===== config.mk =====
export PLATFORM = sky130hd
export DESIGN_NAME = fetch_ctrl
export DESIGN_NICKNAME = d
export VERILOG_FILES = /design/src/rtl/fetch_ctrl.sv
export SDC_FILE = /design/constraint.sdc
export NUM_CORES = 1
export LEC_CHECK = 0
export CORE_ASPECT_RATIO = 1.2
export CORE_MARGIN = 8
export CORE_UTILIZATION = 35
export CTS_CLUSTER_DIAMETER = 50
export DETAILED_ROUTE_END_ITERATION = 10
export SYNTH_ARGS = -nofsm -noshare
export SYNTH_HDL_FRONTEND = slang
export SYNTH_SLANG_ARGS = --single-unit
export TNS_END_PERCENT = 50

===== constraint.sdc =====
create_clock -name clk -period 3.5 [get_ports clk]
set_input_delay 0.35 -clock clk [delete_from_list [all_inputs] [get_ports clk]]
set_output_delay 0.35 -clock clk [all_outputs]
set_load 0.02 [all_outputs]

===== src/rtl/fetch_ctrl.sv =====
// -----------------------------------------------------------------------------
// fetch_ctrl
//
// Instruction-fetch controller for the RV32I core. It owns the fetch PC,
// drives the read address of the combinationally-read instruction memory,
// and captures each returned word together with its PC into a small circular
// prefetch buffer. The buffer head is offered to decode over a valid/ready
// handshake. Execute can redirect fetch (branch/jump), which flushes the
// buffer and restarts fetch at the new PC.
//
// Parameters:
//   ADDR_W    byte-address width into instruction memory
//   DEPTH     prefetch buffer entries (power of two, >= 2)
//   RESET_PC  fetch PC after reset (4-aligned)
//
// Ports:
//   clk             rising-edge clock
//   rst_n           asynchronous active-low reset
//   fetch_en        1 = new fetches may be issued
//   imem_addr       instruction memory read address (always the fetch PC)
//   imem_data       instruction word for imem_addr, same cycle
//   redirect_valid  flush the buffer and restart fetch at redirect_pc
//   redirect_pc     new fetch PC (must be 4-aligned to take effect)
//   out_valid       buffer head holds an instruction
//   out_ready       decode accepts the head this cycle
//   out_instr       head instruction word
//   out_pc          byte address of the head instruction
//   misalign_err    sticky flag: a misaligned redirect was seen
//
// Handshake: the head transfers to decode on a rising edge where both
// out_valid and out_ready are 1. out_valid never depends on out_ready, and
// while out_valid is 1 the head (out_instr/out_pc) stays stable until it
// transfers or a redirect flushes it.
// -----------------------------------------------------------------------------
module fetch_ctrl #(
    parameter int ADDR_W   = 7,
    parameter int DEPTH    = 2,
    parameter int RESET_PC = 0
) (
    input  logic              clk,
    input  logic              rst_n,
    input  logic              fetch_en,
    output logic [ADDR_W-1:0] imem_addr,
    input  logic [31:0]       imem_data,
    input  logic              redirect_valid,
    input  logic [ADDR_W-1:0] redirect_pc,
    output logic              out_valid,
    input  logic              out_ready,
    output logic [31:0]       out_instr,
    output logic [ADDR_W-1:0] out_pc,
    output logic              misalign_err
);

    localparam int PTR_W = (DEPTH > 1) ? $clog2(DEPTH) : 1;
    localparam int CNT_W = $clog2(DEPTH + 1);

    localparam logic [CNT_W-1:0]  FULL_COUNT = CNT_W'(DEPTH);
    localparam logic [ADDR_W-1:0] PC_RESET   = ADDR_W'(RESET_PC);
    localparam logic [ADDR_W-1:0] PC_STEP    = ADDR_W'(4);

    // FSM encoding
    localparam logic [0:0] IDLE = 1'b0;
    localparam logic [0:0] RUN  = 1'b1;

    logic [0:0]        state;
    logic [0:0]        state_next;

    logic [ADDR_W-1:0] fetch_pc;

    logic [31:0]       entry_instr [DEPTH];
    logic [ADDR_W-1:0] entry_pc    [DEPTH];
    logic [PTR_W-1:0]  rd_ptr;
    logic [PTR_W-1:0]  wr_ptr;
    logic [CNT_W-1:0]  count;

    // Copy of the most recent head, shown while the buffer is empty so the
    // outputs never expose a stale or unwritten slot.
    logic [31:0]       last_instr;
    logic [ADDR_W-1:0] last_pc;

    logic              redirect_ok;
    logic              redirect_bad;
    logic              pop;
    logic              push;
    logic [31:0]       head_instr;
    logic [ADDR_W-1:0] head_pc;

    // -------------------------------------------------------------------------
    // Control decode
    // -------------------------------------------------------------------------
    assign redirect_ok  = redirect_valid & (redirect_pc[1:0] == 2'b00);
    assign redirect_bad = redirect_valid & (redirect_pc[1:0] != 2'b00);

    assign pop = out_valid & out_ready;

    // A misaligned redirect is ignored outright, so it does not block the
    // push; only an accepted redirect takes priority over fetching. A full
    // buffer still accepts a push when the head leaves in the same cycle.
    assign push = (state == RUN) & fetch_en & ~redirect_ok
                & ((count < FULL_COUNT) | pop);

    // -------------------------------------------------------------------------
    // FSM
    // -------------------------------------------------------------------------
    always_comb begin
        state_next = state;
        case (state)
            IDLE:    if (fetch_en)  state_next = RUN;
            RUN:     if (!fetch_en) state_next = IDLE;
            default: state_next = IDLE;
        endcase
    end

    always_ff @(posedge clk or negedge rst_n) begin
        if (!rst_n) begin
            state <= IDLE;
        end else begin
            state <= state_next;
        end
    end

    // -------------------------------------------------------------------------
    // Fetch PC, pointers and occupancy
    // -------------------------------------------------------------------------
    always_ff @(posedge clk or negedge rst_n) begin
        if (!rst_n) begin
            fetch_pc <= PC_RESET;
            rd_ptr   <= '0;
            wr_ptr   <= '0;
            count    <= '0;
        end else if (redirect_ok) begin
            // A pop in this cycle has already been taken by decode; whatever
            // is left in the buffer is on the wrong path and is dropped.
            fetch_pc <= redirect_pc;
            rd_ptr   <= '0;
            wr_ptr   <= '0;
            count    <= '0;
        end else begin
            if (push) begin
                fetch_pc <= fetch_pc + PC_STEP;   // wraps modulo 2^ADDR_W
                wr_ptr   <= wr_ptr + PTR_W'(1);
            end
            if (pop) begin
                rd_ptr <= rd_ptr + PTR_W'(1);
            end
            case ({push, pop})
                2'b10:   count <= count + CNT_W'(1);
                2'b01:   count <= count - CNT_W'(1);
                default: count <= count;
            endcase
        end
    end

    // -------------------------------------------------------------------------
    // Buffer storage
    // -------------------------------------------------------------------------
    always_ff @(posedge clk or negedge rst_n) begin
        if (!rst_n) begin
            for (int i = 0; i < DEPTH; i++) begin
                entry_instr[i] <= '0;
                entry_pc[i]    <= '0;
            end
        end else if (push) begin
            entry_instr[wr_ptr] <= imem_data;
            entry_pc[wr_ptr]    <= fetch_pc;
        end
    end

    // -------------------------------------------------------------------------
    // Last-head holding register and sticky error
    // -------------------------------------------------------------------------
    always_ff @(posedge clk or negedge rst_n) begin
        if (!rst_n) begin
            last_instr <= '0;
            last_pc    <= '0;
        end else if (out_valid) begin
            last_instr <= head_instr;
            last_pc    <= head_pc;
        end
    end

    always_ff @(posedge clk or negedge rst_n) begin
        if (!rst_n) begin
            misalign_err <= 1'b0;
        end else if (redirect_bad) begin
            misalign_err <= 1'b1;
        end
    end

    // -------------------------------------------------------------------------
    // Outputs
    // -------------------------------------------------------------------------
    assign head_instr = entry_instr[rd_ptr];
    assign head_pc    = entry_pc[rd_ptr];

    assign imem_addr = fetch_pc;
    assign out_valid = (count != '0);
    assign out_instr = out_valid ? head_instr : last_instr;
    assign out_pc    = out_valid ? head_pc    : last_pc;

endmodule


==> results of run 1 <==
==> synth_stat cells (3+ instances only) <==
cell	instances
o21ai_0	7
mux2_4	11
mux2i_1	39
buf_4	4
or4_1	3
dfrtp_1	130
nand3_1	3
and2_1	3
nor2_1	45
a21oi_1	42
clkbuf_1	10
o31ai_1	3
a31oi_1	5
mux2_2	66
buf_2	6
==> layer usage <==
metal  GRT usage  part of all wire  wire [um]  vias up
met5           0                 0          0        -
met4      0.0599             0.016        178        0
met3      0.0357             0.043        492       11
met2       0.200              0.51       5750       63
met1       0.145              0.43       4910     1694
li1            -                 -          -     1609
==> cell usage in the layout, fill, tap and decap left out, drive strengths merged <==
cell	instances
nand2b	2
nand2	1
o21ai	7
nand4	2
a31oi	5
buf	8
or2	1
inv	4
clkbuf	19
clkinv	4
nand3b	1
mux2	78
and3b	1
a22o	1
dfrtp	130
or2b	1
clkinvlp	2
or3	2
or4	3
nand3	3
nor3b	1
mux2i	39
o31ai	3
clkdlybuf4s50	90
ha	1
xor2	1
nor4	1
nor2b	1
nor2	45
or3b	1
a21oi	42
and2	3
bufinv	4
==> sequential cells by signal, indices dropped and copies added (netlist names) <==
name          flops
count             2
state             1
last_pc           7
wr_ptr            1
rd_ptr            1
entry_instr      64
last_instr       32
entry_pc         14
imem_addr         7
misalign_err      1
==> through the flow <==
stage	utilization	power, uW	instance area (um^2)	std cells
6_report	0.464	6590	7140	715
5_1_grt	0.464	6990	7140	715
4_1_cts	0.464	6700	7140	715
3_5_place_dp	0.423	4790	6500	684
3_3_place_gp	0.423	4720	6500	684
2_1_floorplan	-	3850	5430	403
==> cell families (layout without fill, tap and decap cells) <==
logic type	after synthesis	count (layout)
flops	130	130
mux	117	117
simple gates	69	69
compound gates	58	58
buf+inv	27	131
fa+ha+maj	1	1
xor+xnor	1	1
==> power groups by stage <==
stage               sequential [uW]  combinational, uW  clock (uW)
floorplan                      2360               1490           0
global placement               2420               2300           0
detailed placement             2450               2340           0
CTS                            2420               2350        1920
global route                   2490               2510        1990
finish                         2420               2310        1870
==> cell type report <==
cell class | count | area share
clock buffers | 19 | 0.0635
clock inverters | 12 | 0.0252
inverters | 2 | 0.00105
multi-input cells | 246 | 0.282
flip-flops and latches | 130 | 0.456
well taps | 208 | 0.0365
repair buffers | 98 | 0.136
==> final timing paths <==
path / slack [ns] / to / depth (start not counted)
worst max-delay path: 0.50 / out_instr[31] / 5
max in group asynchronous: 2.67 / entry_instr[16]$_DFFE_PN0P_ / 2
min in group clk: 0.47 / state$_DFF_PN0_ / 1
worst max register to register: 1.42 / entry_instr[27]$_DFFE_PN0P_ / 3
worst min register to register: 0.47 / misalign_err$_DFFE_PN0P_ / 1
worst min-delay path: -0.0001 / imem_addr[1]$_DFFE_PN0P_ / 1
==> impl_metrics.yaml, run 1 <==
grt:
  grt_pass1_wl_um: 18900
  overflow: 0
  antenna_found_initial: 0
  grt_pass1_vias: 3674
  grtUsageTotal: 0.123
  grt_max_degree: 73
detailed_routing:
  vias: 3377
  firstDrtPassIters: 4
  drt_wl_total_um: 11300
  first_iter_violations: 185
  routed_via_density: 4.72
  drc: 0
  ant_nets: 0
  wl_per_cell_um: 15.8
clock_tree:
  clock-sinks: 130
  cts_root_buf: "clkbuf_16"
  ctsHoldBuffers: 0
  tritoncts: "done"
  cts_setup_buffers: 0
  cts.clk_slew.worst_paths_ns: 0.06
  post_cts_resized: 0
  cts_buffers: 17
  clk_latency_ns: 0.41
  cts_buffer_depth: 2
  htree_levels: 4
floorplan:
  io_pins: 92
  die_w_um: 130
  dieArea_um2: 19800
  placementRows: 50
  start_util: 0.353
  core_area_um2: 15400
  die_h_um: 152
synth:
  ys_types: 37
  yosysSeqAreaShare: 0.599
  syn_avg_cell_area_um2: 13.5
  synth-compound-area-share: 0.0567
  yosys_warnings: 0
  synth_top_area_cell: "dfrtp_1"
  synth_cells: 403
  ys_ff_latch: 130
  synth_edf_count: 0
  synth.area.top_cells: "dfrtp_1, mux2_2, mux2i_1, a21oi_1, nor2_1"
  synth-xor-area-share: 0.00161
  synth-main-ff-cell: "dfrtp_1"
  syn-num-nets: 448
  synthMuxAreaShare: 0.241
  synth-simple-area-share: 0.0682
  async_reset_ff_frac: 1.00
  synth_top_area_share: 0.599
  netlist_area_um2: 5430
  yosys.area_share.adder: 0.00230
  synth_top_family_by_area: "multiplexers"
critical_path:
  critPathCaptureType: "primary output"
  critical_path_required_ns: 3.15
  cp-startpoint: "count[1]$_DFFE_PN0P_"
  crit_path_start_kind: "flop"
  cp.arrival_ns: 2.65
  crit_slowest_cell: "clkdlybuf4s50_1"
  cp_num_buf_inv: 2
  critPathMaxStageDelay_ns: 0.66
  crit_chain: "or2_2 -> buf_4 -> nor2_1 -> a21oi_1 -> clkdlybuf4s50_1"
  critical_path_class: "reg2out"
  r2r-start: "count[1]$_DFFE_PN0P_"
  worstPathMaxFanout: 35
  critPathTopFamily: "buffers and inverters"
placed_design:
  place.gp.congestion: 0.737
  dp_slack_ns: 0.889
  hpwl_um: 7580
  port_buffers: 91
layout:
  drive_above_1_share: 0.243
  area_growth_pct: 31.5
  area.sequential_um2: 3250
  fill_cells: 1391
  multi_input_comb_area_um2: 2010
  nNetsFinal: 540
  num_antenna_cells: 0
min_path:
  hp-class: "in2async"
sta:
  fin_ws_ns: 0.503
  max_freq_ghz: 0.334
  finalCriticalPeriod_ns: 3.00
  clock_skew_ns: 0.00645
  holdWs_ns: -0.000122
  setup-violations-final: 0
  period_share: 0.856
  tightest_slew_ns: 0.893
  slew_headroom: 0.403
  finalSetupTns_ns: 0
  hold_viol_final: 1
  rsz0062_at_grt: "no"
  slew_viol_final: 0
job:
  max_cap_violations: 0
pwr:
  pwr-share-comb: 0.350
  switching_share: 0.313
  p_int_uw: 4530
  seqPwrFrac: 0.366
  p_sw_uw: 2070
  p_per_area_nw_per_um2: 924
  clkPwrFrac: 0.284
  vdd_drop_max_uv: 480
  leakagePower_uw: 0.00303
status:
  status: "complete, but fails checks"
  violations: "negative hold slack"
Note: power is estimated with default switching activity, not from simulation.
==> inputs of run 2 (changes only) <==
==> constraint.sdc (replaced) <==
create_clock -name clk -period 3.55 [get_ports clk]
set_input_delay 0.355 -clock clk [delete_from_list [all_inputs] [get_ports clk]]
set_output_delay 0.355 -clock clk [all_outputs]
set_load 0.02 [all_outputs]
==> run 2 against run 1 <==
Net effect: the flow now finishes without violations; sequential cell count is the same; count of clock-buffer cells in the layout decreased by 1; sequential share of layout area rose by 0.15 points; first-iteration DRC count is 28% lower; utilization is 0.15 points lower; die area unchanged; non-clock buffer count up 1; cell count grew 0.28%; combinational power is 2% lower; setup slack gained 0.084 ns; hold slack better by 0.011 ns; largest cell class unchanged; largest power group unchanged.
==> impl_metrics.yaml, run 2 (synthesized netlist as in run 1, its figures left out) <==
sta:
  slew_headroom: 0.398
  clock_skew_ns: 0.00487
  max_freq_ghz: 0.338
  tightest_slew_ns: 0.904
  period_share: 0.835
  slew_viol_final: 0
  rsz0062_at_grt: "no"
  hold_viol_final: 0
  holdWs_ns: 0.0108
  finalCriticalPeriod_ns: 2.96
  finalSetupTns_ns: 0
  setup-violations-final: 0
layout:
  layout_common_cells: "dfrtp_1, clkdlybuf4s50_1, mux2_2"
  nNetsFinal: 541
  num_antenna_cells: 0
  drive_above_1_share: 0.246
  largest_reg_flops: 64
  largestRegisters: "entry_instr: 64 flops, last_instr: 32 flops, entry_pc: 14 flops"
  final_common_cell: "dfrtp_1"
  area_growth_pct: 31.0
  regMostFlops: "entry_instr"
  design_area_um2: 7110
  fin_cells: 717
placed_design:
  place.gp.congestion: 0.744
  hpwl_um: 7530
  place_area_um2: 6510
  port_buffers: 91
  numPlacedInstances: 685
critical_path:
  worstPathMaxFanout: 35
  critical_path_class: "reg2out"
  worst_r2r_path_depth: 3
  r2r_slack_ns: 1.46
  critPathCaptureType: "primary output"
  cp.arrival_ns: 2.61
  crit_chain: "or2_2 -> buf_4 -> nor2_1 -> a21oi_1 -> clkdlybuf4s50_1"
  critPathMaxStageDelay_ns: 0.66
  crit_path_start_kind: "flop"
  critical_path_required_ns: 3.19
  crit_slowest_cell: "clkdlybuf4s50_1"
grt:
  grt_pass1_vias: 3616
  grt_max_degree: 73
  overflow: 0
  grtUsageTotal: 0.123
  antenna_found_initial: 0
  grt_pass1_wl_um: 18800
clock_tree:
  cts_root_buf: "clkbuf_16"
  post_cts_resized: 0
  cts.clk_slew.worst_paths_ns: 0.06
  ctsHoldBuffers: 0
  clock-sinks: 130
  htree_levels: 4
  cts_buffers: 17
  clk_latency_ns: 0.41
  tritoncts: "done"
  cts_buffer_depth: 2
  cts_setup_buffers: 0
detailed_routing:
  drc: 0
  first_iter_violations: 134
  routed_via_density: 4.73
  wl_per_cell_um: 15.6
  firstDrtPassIters: 4
  ant_nets: 0
  drt_wl_total_um: 11200
  vias: 3391
min_path:
  hp-class: "in2async"
status:
  status: "complete, no violations"
pwr:
  p_sw_uw: 2040
  switching_share: 0.318
  p_int_uw: 4370
  clkPwrFrac: 0.273
  p_per_area_nw_per_um2: 901
  pwr-share-comb: 0.354
  leakagePower_uw: 0.00301
  vdd_drop_max_uv: 468
  seqPwrFrac: 0.373
job:
  max_cap_violations: 0
floorplan:
  die_w_um: 130
  placementRows: 50
  dieArea_um2: 19800
  core_area_um2: 15400
  die_h_um: 152
  io_pins: 92
  start_util: 0.353
==> run 2: cell types whose count changed in the layout (fill, tap and decap cells not counted) <==
cell,before,now
clkinv_2,2,5
clkinvlp_4,2,4
bufinv_16,4,3
clkbuf_8,2,1
buf_4,7,8
inv_6,2,1
clkinv_4,2,1
==> run 2: stage by stage <==
stage,power (uW),setup WS [ns],utilization
floorplan,3790,1.63,-
global placement,4660,0.930,0.423
detailed placement,4730,0.888,0.423
CTS,6520,0.546,0.462
global route,6810,0.358,0.462
finish,6410,0.587,0.462
==> run 2: worst max-delay path: cells and delay by family (launching register included) <==
| kind | cells | cell delay (ns) |
|---|---|---|
| buffers and inverters | 2 | 1.06 |
| DFF | 1 | 0.43 |
| and+or+nand+nor | 2 | 0.49 |
| AOI/OAI and AO/OA | 1 | 0.21 |
==> run 2: path summary, 6_finish.rpt <==
| kind | startpoint | to |
|---|---|---|
| max | count[1]$_DFFE_PN0P_ | out_instr[23] |
| min | rst_n | imem_addr[1]$_DFFE_PN0P_ |
| max reg2reg | count[1]$_DFFE_PN0P_ | entry_instr[10]$_DFFE_PN0P_ |
| min reg2reg | misalign_err$_DFFE_PN0P_ | misalign_err$_DFFE_PN0P_ |
| max in group asynchronous | rst_n | entry_instr[49]$_DFFE_PN0P_ |
| min in group clk | fetch_en | state$_DFF_PN0_ |
==> run 2: cell type report <==
cell class / instances / area [um^2]
fillers: 1438 / 8280
flip-flops and latches: 130 / 3250
multi-input cells: 246 / 2010
repair buffers: 99 / 981
clock buffers: 18 / 439
well taps: 208 / 260
clock inverters: 14 / 163
inverters: 2 / 7.51
==> run 2: layer usage <==
layer | GRT usage | up-vias | part of all wire
met3 | 0.0357 | 15 | 0.049
met1 | 0.146 | 1698 | 0.44
met5 | 0 | - | 0
met4 | 0.0632 | 0 | 0.020
met2 | 0.198 | 70 | 0.49
li1 | - | 1608 | -
==> run 2: power by group through the flow <==
stage                     sequential, uW  combinational [uW]  clock [uW]
final                               2390                2270        1750
after floorplan                     2330                1470           0
after global routing                2470                2470        1870
after detailed placement            2420                2310           0
after CTS                           2400                2320        1800
after global placement              2390                2270           0
